## src/rtl/traffic_light_monitor_if.sv

```systemverilog
// Lamp observation bus between the traffic light controller side and the monitor.
// The master drives the lamps and clr_err; the slave (the monitor) drives the error outputs.
interface traffic_light_monitor_if;
    logic [2:0] light_M1;
    logic [2:0] light_S;
    logic [2:0] light_MT;
    logic [2:0] light_M2;
    logic       clr_err;
    logic       err_pulse;
    logic [1:0] err_class;
    logic [1:0] err_lamp;
    logic [3:0] err_sticky;
    logic [7:0] err_count;

    modport master (
        output light_M1, light_S, light_MT, light_M2, clr_err,
        input  err_pulse, err_class, err_lamp, err_sticky, err_count
    );

    modport slave (
        input  light_M1, light_S, light_MT, light_M2, clr_err,
        output err_pulse, err_class, err_lamp, err_sticky, err_count
    );
endinterface

```

## src/rtl/traffic_light_monitor.sv

```systemverilog
// Passive checker for the four traffic lamps: flags encoding, conflict, sequence
// and dwell-time faults, with a sticky summary and a saturating fault-cycle count.
module traffic_light_monitor #(
    parameter int CNT_W      = 8,
    parameter int MIN_GREEN  = 2,
    parameter int MIN_YELLOW = 2,
    parameter int MAX_YELLOW = 4
) (
    input  logic                    clk,
    input  logic                    rst,
    traffic_light_monitor_if.slave  mon
);

    typedef enum logic [1:0] {
        ST_UNKNOWN = 2'd0,
        ST_RED     = 2'd1,
        ST_YELLOW  = 2'd2,
        ST_GREEN   = 2'd3
    } lamp_state_e;

    localparam logic [CNT_W-1:0] CNT_MAX_C    = '1;
    localparam logic [CNT_W-1:0] ONE_C        = CNT_W'(1);
    localparam logic [CNT_W-1:0] MIN_GREEN_C  = CNT_W'(MIN_GREEN);
    localparam logic [CNT_W-1:0] MIN_YELLOW_C = CNT_W'(MIN_YELLOW);
    localparam logic [CNT_W-1:0] MAX_YELLOW_C = CNT_W'(MAX_YELLOW);

    function automatic lamp_state_e decode_lamp(input logic [2:0] v);
        lamp_state_e c;
        case (v)
            3'b100:  c = ST_RED;
            3'b010:  c = ST_YELLOW;
            3'b001:  c = ST_GREEN;
            default: c = ST_UNKNOWN;
        endcase
        return c;
    endfunction

    function automatic logic legal_step(input lamp_state_e from, input lamp_state_e to);
        return ((from == ST_GREEN)  && (to == ST_YELLOW)) ||
               ((from == ST_YELLOW) && (to == ST_RED))    ||
               ((from == ST_RED)    && (to == ST_GREEN));
    endfunction

    function automatic logic [1:0] lowest_idx(input logic [3:0] m);
        logic [1:0] idx;
        if (m[0])      idx = 2'd0;
        else if (m[1]) idx = 2'd1;
        else if (m[2]) idx = 2'd2;
        else           idx = 2'd3;
        return idx;
    endfunction

    logic [2:0]       lamp_s     [4];
    lamp_state_e      colour_s   [4];
    lamp_state_e      state_r    [4];
    lamp_state_e      state_nx_s [4];
    logic [CNT_W-1:0] dwell_r    [4];
    logic [CNT_W-1:0] dwell_nx_s [4];
    logic [3:0]       enc_f_s;
    logic [3:0]       seq_f_s;
    logic [3:0]       tim_f_s;
    logic [3:0]       conf_f_s;
    logic [3:0]       open_s;
    logic [3:0]       green_s;
    logic [3:0]       det_s;
    logic             any_s;
    logic [1:0]       win_class_s;
    logic [1:0]       win_lamp_s;

    logic             err_pulse_r;
    logic [1:0]       err_class_r;
    logic [1:0]       err_lamp_r;
    logic [3:0]       err_sticky_r;
    logic [7:0]       err_count_r;

    assign lamp_s[0] = mon.light_M1;
    assign lamp_s[1] = mon.light_S;
    assign lamp_s[2] = mon.light_MT;
    assign lamp_s[3] = mon.light_M2;

    // Per-lamp FSM next state, dwell counter, encoding/sequence/timing faults.
    // A yellow overrun is caught while still yellow (dwell reaching MAX+1), so the
    // exit check only needs the lower bound.
    always_comb begin
        for (int i = 0; i < 4; i++) begin
            colour_s[i]   = decode_lamp(lamp_s[i]);
            enc_f_s[i]    = (colour_s[i] == ST_UNKNOWN);
            open_s[i]     = (colour_s[i] == ST_YELLOW) || (colour_s[i] == ST_GREEN);
            green_s[i]    = (colour_s[i] == ST_GREEN);
            seq_f_s[i]    = 1'b0;
            tim_f_s[i]    = 1'b0;
            state_nx_s[i] = state_r[i];
            dwell_nx_s[i] = dwell_r[i];
            if (enc_f_s[i]) begin
                state_nx_s[i] = ST_UNKNOWN;
                dwell_nx_s[i] = '0;
            end else if (colour_s[i] == state_r[i]) begin
                dwell_nx_s[i] = (dwell_r[i] == CNT_MAX_C) ? dwell_r[i] : dwell_r[i] + ONE_C;
                tim_f_s[i]    = (state_r[i] == ST_YELLOW) && (dwell_r[i] == MAX_YELLOW_C);
            end else begin
                state_nx_s[i] = colour_s[i];
                dwell_nx_s[i] = ONE_C;
                seq_f_s[i]    = (state_r[i] != ST_UNKNOWN) && !legal_step(state_r[i], colour_s[i]);
                tim_f_s[i]    = ((state_r[i] == ST_GREEN)  && (dwell_r[i] < MIN_GREEN_C)) ||
                                ((state_r[i] == ST_YELLOW) && (dwell_r[i] < MIN_YELLOW_C));
            end
        end
    end

    // Conflict pairs, attributed to the lower-indexed lamp of each pair.
    always_comb begin
        conf_f_s    = 4'b0000;
        conf_f_s[0] = open_s[1] & open_s[0];
        conf_f_s[1] = open_s[1] & (open_s[2] | open_s[3]);
        conf_f_s[2] = green_s[2] & open_s[3];
        conf_f_s[3] = 1'b0;
    end

    assign det_s = {|tim_f_s, |seq_f_s, |conf_f_s, |enc_f_s};
    assign any_s = |det_s;

    // Highest-priority class and lowest lamp index within it.
    always_comb begin
        win_class_s = 2'd0;
        win_lamp_s  = 2'd0;
        if (|enc_f_s) begin
            win_class_s = 2'd0;
            win_lamp_s  = lowest_idx(enc_f_s);
        end else if (|conf_f_s) begin
            win_class_s = 2'd1;
            win_lamp_s  = lowest_idx(conf_f_s);
        end else if (|seq_f_s) begin
            win_class_s = 2'd2;
            win_lamp_s  = lowest_idx(seq_f_s);
        end else if (|tim_f_s) begin
            win_class_s = 2'd3;
            win_lamp_s  = lowest_idx(tim_f_s);
        end else begin
            win_class_s = 2'd0;
            win_lamp_s  = 2'd0;
        end
    end

    // Lamp FSM state and dwell registers.
    always_ff @(posedge clk or negedge rst) begin
        if (!rst) begin
            for (int i = 0; i < 4; i++) begin
                state_r[i] <= ST_UNKNOWN;
                dwell_r[i] <= '0;
            end
        end else begin
            for (int i = 0; i < 4; i++) begin
                state_r[i] <= state_nx_s[i];
                dwell_r[i] <= dwell_nx_s[i];
            end
        end
    end

    // Error reporting registers; a fault on the clearing edge survives the clear.
    always_ff @(posedge clk or negedge rst) begin
        if (!rst) begin
            err_pulse_r  <= 1'b0;
            err_class_r  <= 2'd0;
            err_lamp_r   <= 2'd0;
            err_sticky_r <= 4'b0000;
            err_count_r  <= 8'd0;
        end else begin
            err_pulse_r <= any_s;
            err_class_r <= win_class_s;
            err_lamp_r  <= win_lamp_s;
            if (mon.clr_err) begin
                err_sticky_r <= det_s;
                err_count_r  <= any_s ? 8'd1 : 8'd0;
            end else begin
                err_sticky_r <= err_sticky_r | det_s;
                if (any_s && (err_count_r != 8'hFF)) begin
                    err_count_r <= err_count_r + 8'd1;
                end else begin
                    err_count_r <= err_count_r;
                end
            end
        end
    end

    assign mon.err_pulse  = err_pulse_r;
    assign mon.err_class  = err_class_r;
    assign mon.err_lamp   = err_lamp_r;
    assign mon.err_sticky = err_sticky_r;
    assign mon.err_count  = err_count_r;

endmodule

```

## src/flat_wrapper.sv

```systemverilog
// flat-port wrapper written by rule: the top's interface ports become plain ports
module traffic_light_monitor_flat 
#(
    parameter int CNT_W      = 8,
    parameter int MIN_GREEN  = 2,
    parameter int MIN_YELLOW = 2,
    parameter int MAX_YELLOW = 4
)
  (clk, rst, mon_light_M1, mon_light_S, mon_light_MT, mon_light_M2, mon_clr_err, mon_err_pulse, mon_err_class, mon_err_lamp, mon_err_sticky, mon_err_count);
  traffic_light_monitor_if mon_i ();
  input  logic clk;
  input  logic rst;
  input wire logic [$bits(mon_i.light_M1)-1:0] mon_light_M1;
  input wire logic [$bits(mon_i.light_S)-1:0] mon_light_S;
  input wire logic [$bits(mon_i.light_MT)-1:0] mon_light_MT;
  input wire logic [$bits(mon_i.light_M2)-1:0] mon_light_M2;
  input wire logic [$bits(mon_i.clr_err)-1:0] mon_clr_err;
  output wire logic [$bits(mon_i.err_pulse)-1:0] mon_err_pulse;
  output wire logic [$bits(mon_i.err_class)-1:0] mon_err_class;
  output wire logic [$bits(mon_i.err_lamp)-1:0] mon_err_lamp;
  output wire logic [$bits(mon_i.err_sticky)-1:0] mon_err_sticky;
  output wire logic [$bits(mon_i.err_count)-1:0] mon_err_count;
  assign mon_i.light_M1 = mon_light_M1;
  assign mon_i.light_S = mon_light_S;
  assign mon_i.light_MT = mon_light_MT;
  assign mon_i.light_M2 = mon_light_M2;
  assign mon_i.clr_err = mon_clr_err;
  assign mon_err_pulse = mon_i.err_pulse;
  assign mon_err_class = mon_i.err_class;
  assign mon_err_lamp = mon_i.err_lamp;
  assign mon_err_sticky = mon_i.err_sticky;
  assign mon_err_count = mon_i.err_count;
  traffic_light_monitor #(.CNT_W(CNT_W), .MIN_GREEN(MIN_GREEN), .MIN_YELLOW(MIN_YELLOW), .MAX_YELLOW(MAX_YELLOW)) u_core (.clk(clk), .rst(rst), .mon(mon_i));
endmodule
```

## config.mk

```make
export PLATFORM = sky130hd
export DESIGN_NAME = traffic_light_monitor_flat
export DESIGN_NICKNAME = d
export VERILOG_FILES = /design/src/rtl/traffic_light_monitor_if.sv /design/src/rtl/traffic_light_monitor.sv /design/src/flat_wrapper.sv
export SDC_FILE = /design/constraint.sdc
export NUM_CORES = 1
export LEC_CHECK = 0
export BUFFER_PORTS_ARGS = -buffer_cell sky130_fd_sc_hd__buf_2
export CORE_MARGIN = 5
export CORE_UTILIZATION = 65
export CTS_CLUSTER_SIZE = 12
export DETAILED_ROUTE_END_ITERATION = 12
export PLACE_DENSITY = 0.93
export SKIP_LAST_GASP = 1
export SLEW_MARGIN = 20
export SYNTH_ARGS = -nofsm -noshare
export SYNTH_HDL_FRONTEND = slang
export SYNTH_SLANG_ARGS = --single-unit
```

## constraint.sdc

```tcl
create_clock -name clk -period 3.6 [get_ports clk]
set_clock_uncertainty 0.1 [all_clocks]
set_input_delay 0.18 -clock clk [delete_from_list [all_inputs] [get_ports clk]]
set_output_delay 0.18 -clock clk [all_outputs]
set_load 0.02 [all_outputs]
```

==> results of run 1 <==
## final timing paths
| path | end | start | cells after the start | slack (ps) |
|---|---|---|---|---|
| max in group asynchronous | u_core.mon.err_sticky[3] | rst | 3 | 2330 |
| max reg2reg | u_core.mon.err_count[3] | u_core.state_r[7] | 7 | 1130 |
| min in group asynchronous | u_core.dwell_r[6] | rst | 2 | 220 |
| max | u_core.mon.err_count[3] | mon_light_MT[1] | 9 | 1090 |
| min reg2reg | u_core.mon.err_sticky[0] | u_core.mon.err_sticky[0] | 1 | 370 |
| min | u_core.state_r[0] | mon_light_M2[1] | 2 | 30 |
## flip-flops by register name, indices dropped and copies added, names as in the netlist
signal / count
u_core.mon.err_class: 2
u_core.state_r: 8
u_core.dwell_r: 32
u_core.mon.err_count: 8
u_core.mon.err_pulse: 1
u_core.mon.err_lamp: 2
u_core.mon.err_sticky: 4
## through the flow
step                setup WS, ps  total power [µW]  instances  hold WS, ps
floorplan                   1270               875        429         -216
global placement            1230               933        517         68.5
detailed placement          1160               942        517         74.6
CTS                         1130              1540        534         8.97
global route                 956              1610        534         28.8
finish                      1090              1540        534         26.5
## power groups by stage
stage	clock network, µW	registers, µW	logic [µW]
floorplan	0	719	156
global placement	0	705	227
detailed placement	0	707	235
CTS	608	696	239
global route	640	701	268
finish	600	697	239
## layout by cell type (no fill, tap or decap), types with 3 or more instances in the layout
cell type  count
xor2_1        13
xnor2_1        9
dfrtp_1       57
nand3_1       25
o21ai_0       29
buf_2         31
nand2b_1       7
o31ai_1        4
clkbuf_8      11
or4_1          3
nor3_1         9
nor2b_1       11
and2_1         6
inv_1         25
a21oi_1       27
mux2i_1        7
nand3b_1       3
a31oi_1        4
nor2_1        55
a211oi_1       6
nand2_1       30
ha_1           9
a21o_1         3
nand4_1        7
a22oi_1        3
and3_1        12
nor3b_1        4
## metal layers
metal / wire, µm / track usage / vias up
li1: - / - / 1584
met1: 3480 / 0.287 / 1503
met2: 3910 / 0.383 / 97
met3: 441 / 0.0573 / 24
met4: 242 / 0.111 / 0
met5: 0 / 0 / -
## cell type report
class,count,area (µm²)
repair buffers,34,183
clock inverters,3,40.0
well taps,72,90.1
flip-flops and latches,57,1430
clock buffers,12,155
inverters,25,93.8
fillers,401,1450
multi-input cells,331,2070
## cells by family after synthesis
| family | Yosys count | synth area share |
|---|---|---|
| buffers and inverters | 41 | 0.0493 |
| AO/OA/AOI/OAI | 96 | 0.168 |
| adder cells (fa/ha/maj) | 10 | 0.0334 |
| multiplexers | 10 | 0.0303 |
| flip-flops | 57 | 0.388 |
| XOR/XNOR | 22 | 0.0524 |
| AND/OR/NAND/NOR | 193 | 0.279 |
==> metrics.txt, run 1 <==
core area 0.00551 mm²; post-synth top area cell dfrtp_1; Critical Path Slowest Stage Cell dlygate4sd3_1; synth cell count leaders dfrtp_1, nor2_1, nand2_1; status finished, final reports clean; Most common cell on crit path o21ai_0; Main synth FF type dfrtp_1; most frequent cell after synthesis dfrtp_1; CTS Buf Count 9; antenna violations before repair 0; #FFs+latches synth 57; clock slew at reported path FFs 60 ps; min cycle time layout 2510 ps; number of port buffers 31; sequential area share after synthesis 0.388; Synth Instances 429; fin crit share 0.698; Final #Nets 482; Worst slew margin 0.608; post-CTS setup repair buffer count 0; Hold Crit Class in2reg; Fin. Hold Viols 0; placed cell area 0.00384 mm²; die area 0.00726 mm²; final instance area 0.00406 mm²; Setup crit start kind primary input; CTS tree done; Starting Density 0.668; row cnt 27; fin. max-slew vios 0; drt via density 6.01; CP required 3730 ps; Iter 0 DRT Violations 248; Final setup violation count 0; grt ovf 0; hold buffer count at cts 2; Die H 85.2 µm; Area growth, synth to finish 10.3%; Skew-Pair Late Insertion Delay 350 ps; # resized after CTS 0; Final ANT Viol Nets 0; Crit Path Category in2reg; H-Tree Depth 3; pwr/cell area 379 mW/mm²; Sink Count 57; wire per inst 15.1 µm; RSZ-0062 raised after global routing false; vias 3,208; largest cells by area after synthesis dfrtp_1, nor2_1, o21ai_0; Worst EP arrival 2640 ps; Worst path top cell family by delay simple AND/OR/NAND/NOR gates; Max Clk Rate 398 MHz; Cell Int Power 1110 µW; Crit Path Max Fanout 8; Post-synth ARST share 1.00; Synth top area share 0.388; Synth cell types 66; max_cap viols 0; worst path bufs/invs 2; Inserted Diodes 0; Clock Root Buffer clkbuf_8; Least-Margin Pin Slew 582 ps; post-synth net total 453; Die X-Extent 85.2 µm; Max VDD drop 329 µV; GR Util All Layers 0.233; sequential share of power 0.454; Setup TNS 0 ps; cells along the critical path dlygate4sd3_1 > buf_2 > o21ai_0 > o21ai_0 > nor2_1 > nand3_1 > nand2b_1 > o211a_1 > mux2_4; Net Sw Frac 0.278; Slowest Stage Delay on Critical Path 530 ps; Clk pwr share 0.391; syn avg cell area 8.57 µm²; largest net degree at the start of global routing 37; final core utilization 0.737; YS warnings 0; Placer Congestion 0.922; CP Capture Type register; static leakage 0.00180 µW; # IOs 32; share of cells above drive strength 1 0.134; Post-synth EDFFs 0; vias in the first global route 3,035; final WL 8080 µm; detailed placement HPWL 5800 µm; Max clock buf depth 2; first-pass GRT wire length 13,600 µm; Synth Cell Area 0.00368 mm²; Pre-antenna DRT Iters 5; Gate power share 0.156; DRC 0; NetSw 427 µW
No activity file was read; power rests on OpenSTA's default activity.
==> run 2: changes to the inputs <==
Settings changed: CORE_UTILIZATION 65 to 54, PLACE_DENSITY 0.93 to 0.83.
Clock period 3.6 ns to 2.1 ns, I/O delays scaled along.
==> metrics.txt, run 2 (synthesis gave the netlist of run 1 again) <==
Placed Cells incl. Taps 594 (+15%); CP required 2240 ps (-1490 ps); first-pass GRT wire length 16,200 µm (+19%); max reg flops 32 (unchanged); Max Clk Rate 435 MHz; H-Tree Depth 3 (unchanged); final worst slack -196 ps (-1280 ps); detailed placement HPWL 6770 µm (+17%); Die X-Extent 92.5 µm (+8.6%); fin crit share 1.09; core area 0.00672 mm² (+22%); DRC 0 (unchanged); GR met3 Demand/Resource 0.0390 (-0.0183); failing checks setup timing; Placer Congestion 0.962 (+4.3%); largest net degree at the start of global routing 40 (+8.1%); number of port buffers 31 (unchanged); Final ANT Viol Nets 0 (unchanged); Max VDD drop 297 µV (-9.9%); Non-Filler Instances 629 (+18%); clock slew at reported path FFs 70 ps (about the same); Least-Margin Pin Slew 619 ps (+36.7 ps); Skew-Pair Late Insertion Delay 360 ps (about the same); Crit Path Category reg2reg; placed cell area 0.00437 mm² (+14%); vias in the first global route 3,558 (+17%); share of cells above drive strength 1 0.339 (+0.205); wire per inst 17.1 µm (+13%); Clock Root Buffer clkbuf_8; Hold Crit Class in2reg; Iter 0 DRT Violations 309 (+25%); status finished, violations left; Max clock buf depth 2 (unchanged); Die H 92.5 µm (+8.6%); min cycle time layout 2300 ps; die area 0.00856 mm² (+18%); most frequent cells in the layout buf_4, dfrtp_1, nor2_1; Final setup violation count 11 (+11); commonest non-fill, non-tap cell in the layout buf_4; Pre-antenna DRT Iters 6 (+1); GR Util All Layers 0.234 (+0.00114); max_cap viols 0 (unchanged); CP Capture Type register; fin. max-slew vios 0 (unchanged); busiest grt layer met2; RSZ-0062 raised after global routing true; Sink Count 57 (unchanged); Final #Nets 568 (+18%); grt met2 use 0.407 (+0.0238); static leakage 0.00229 µW (+27%); antenna violations before repair 0 (unchanged); Worst slew margin 0.588 (-0.0209); Starting Density 0.547 (-0.120); # fillers 441 (+10%); # IOs 32 (unchanged); Inserted Diodes 0 (unchanged); drt via density 6.06 (+0.80%); Setup crit start kind register; final WL 10,800 µm (+33%); Hold WS 34.7 ps (+8.24 ps); met1 GRT Util 0.283 (-0.00413); pwr/cell area 578 mW/mm² (+53%); CTS Buf Count 9 (unchanged); Crit Path Max Fanout 3 (-5); final instance area 0.00500 mm² (+23%); Worst EP arrival 2440 ps (-200 ps); grt ovf 0 (unchanged); Fin. Hold Viols 0 (unchanged); row cnt 30 (+11%); vias 3,809 (+19%); CTS tree done; Top reg by flops u_core.dwell_r; Area growth, synth to finish 35.9%
run 2: path summary, 6_finish.rpt:
path                                                from                       end  slack (ps)  depth (start not counted)
worst max-delay path                  u_core.dwell_r[29]   u_core.mon.err_count[4]        -200                          5
worst min-delay path                      mon_light_S[2]        u_core.dwell_r[16]          30                          3
worst max register to register        u_core.dwell_r[29]   u_core.mon.err_count[4]        -200                          5
worst min register to register  u_core.mon.err_sticky[3]  u_core.mon.err_sticky[3]         390                          1
max in group asynchronous                            rst         u_core.state_r[3]        1000                          4
min in group asynchronous                            rst        u_core.dwell_r[15]         240                          3
run 2: area by class of cell:
class | instances | area, µm² | area share
Sequential cell | 57 | 1430 | 0.286
Timing Repair Buffer | 120 | 873 | 0.175
Multi-Input combinational cell | 331 | 2310 | 0.463
Clock inverter | 6 | 58.8 | 0.0118
Clock buffer | 10 | 128 | 0.0255
Tap cell | 80 | 100 | 0.0200
Inverter | 25 | 93.8 | 0.0188
run 2: per-stage QoR:
| step | total power, µW | utilization | setup slack, ps | TNS, ps |
|---|---|---|---|---|
| global route | 3010 | 0.744 | -270 | -2120 |
| detailed placement | 1730 | 0.650 | -211 | -1430 |
| CTS | 2750 | 0.698 | -161 | -768 |
| finish | 2890 | 0.744 | -196 | -1200 |
| global placement | 1710 | 0.650 | -168 | -828 |
| floorplan | 1500 | - | -170 | -458 |
run 2: repair_timing:
item,CTS,global route
buffers inserted,5,9
hold buffers,6,0
gates resized for setup,12,52
setup endpoints to repair,12,16
endpoints found under the hold margin,43,0
pin swaps,7,18
run 2: report_power, final:
part	switching [µW]	total (µW)	internal, µW
clock	470	1010	541
sequential	42.9	1190	1150
combinational	368	688	320
total	881	2890	2010
run 2: worst max-delay path: stages, from the launching register on:
cell and delay [ps]:
dfrtp_1 380, or4_4 530, or4_4 530, and4_4 200, a21oi_2 140, mux2_4 310
run 2: per-layer routing:
metal | wire length [µm] | share of wire
met4 | 339 | 0.031
met1 | 4290 | 0.40
met5 | 0 | 0
met2 | 5550 | 0.52
met3 | 581 | 0.054
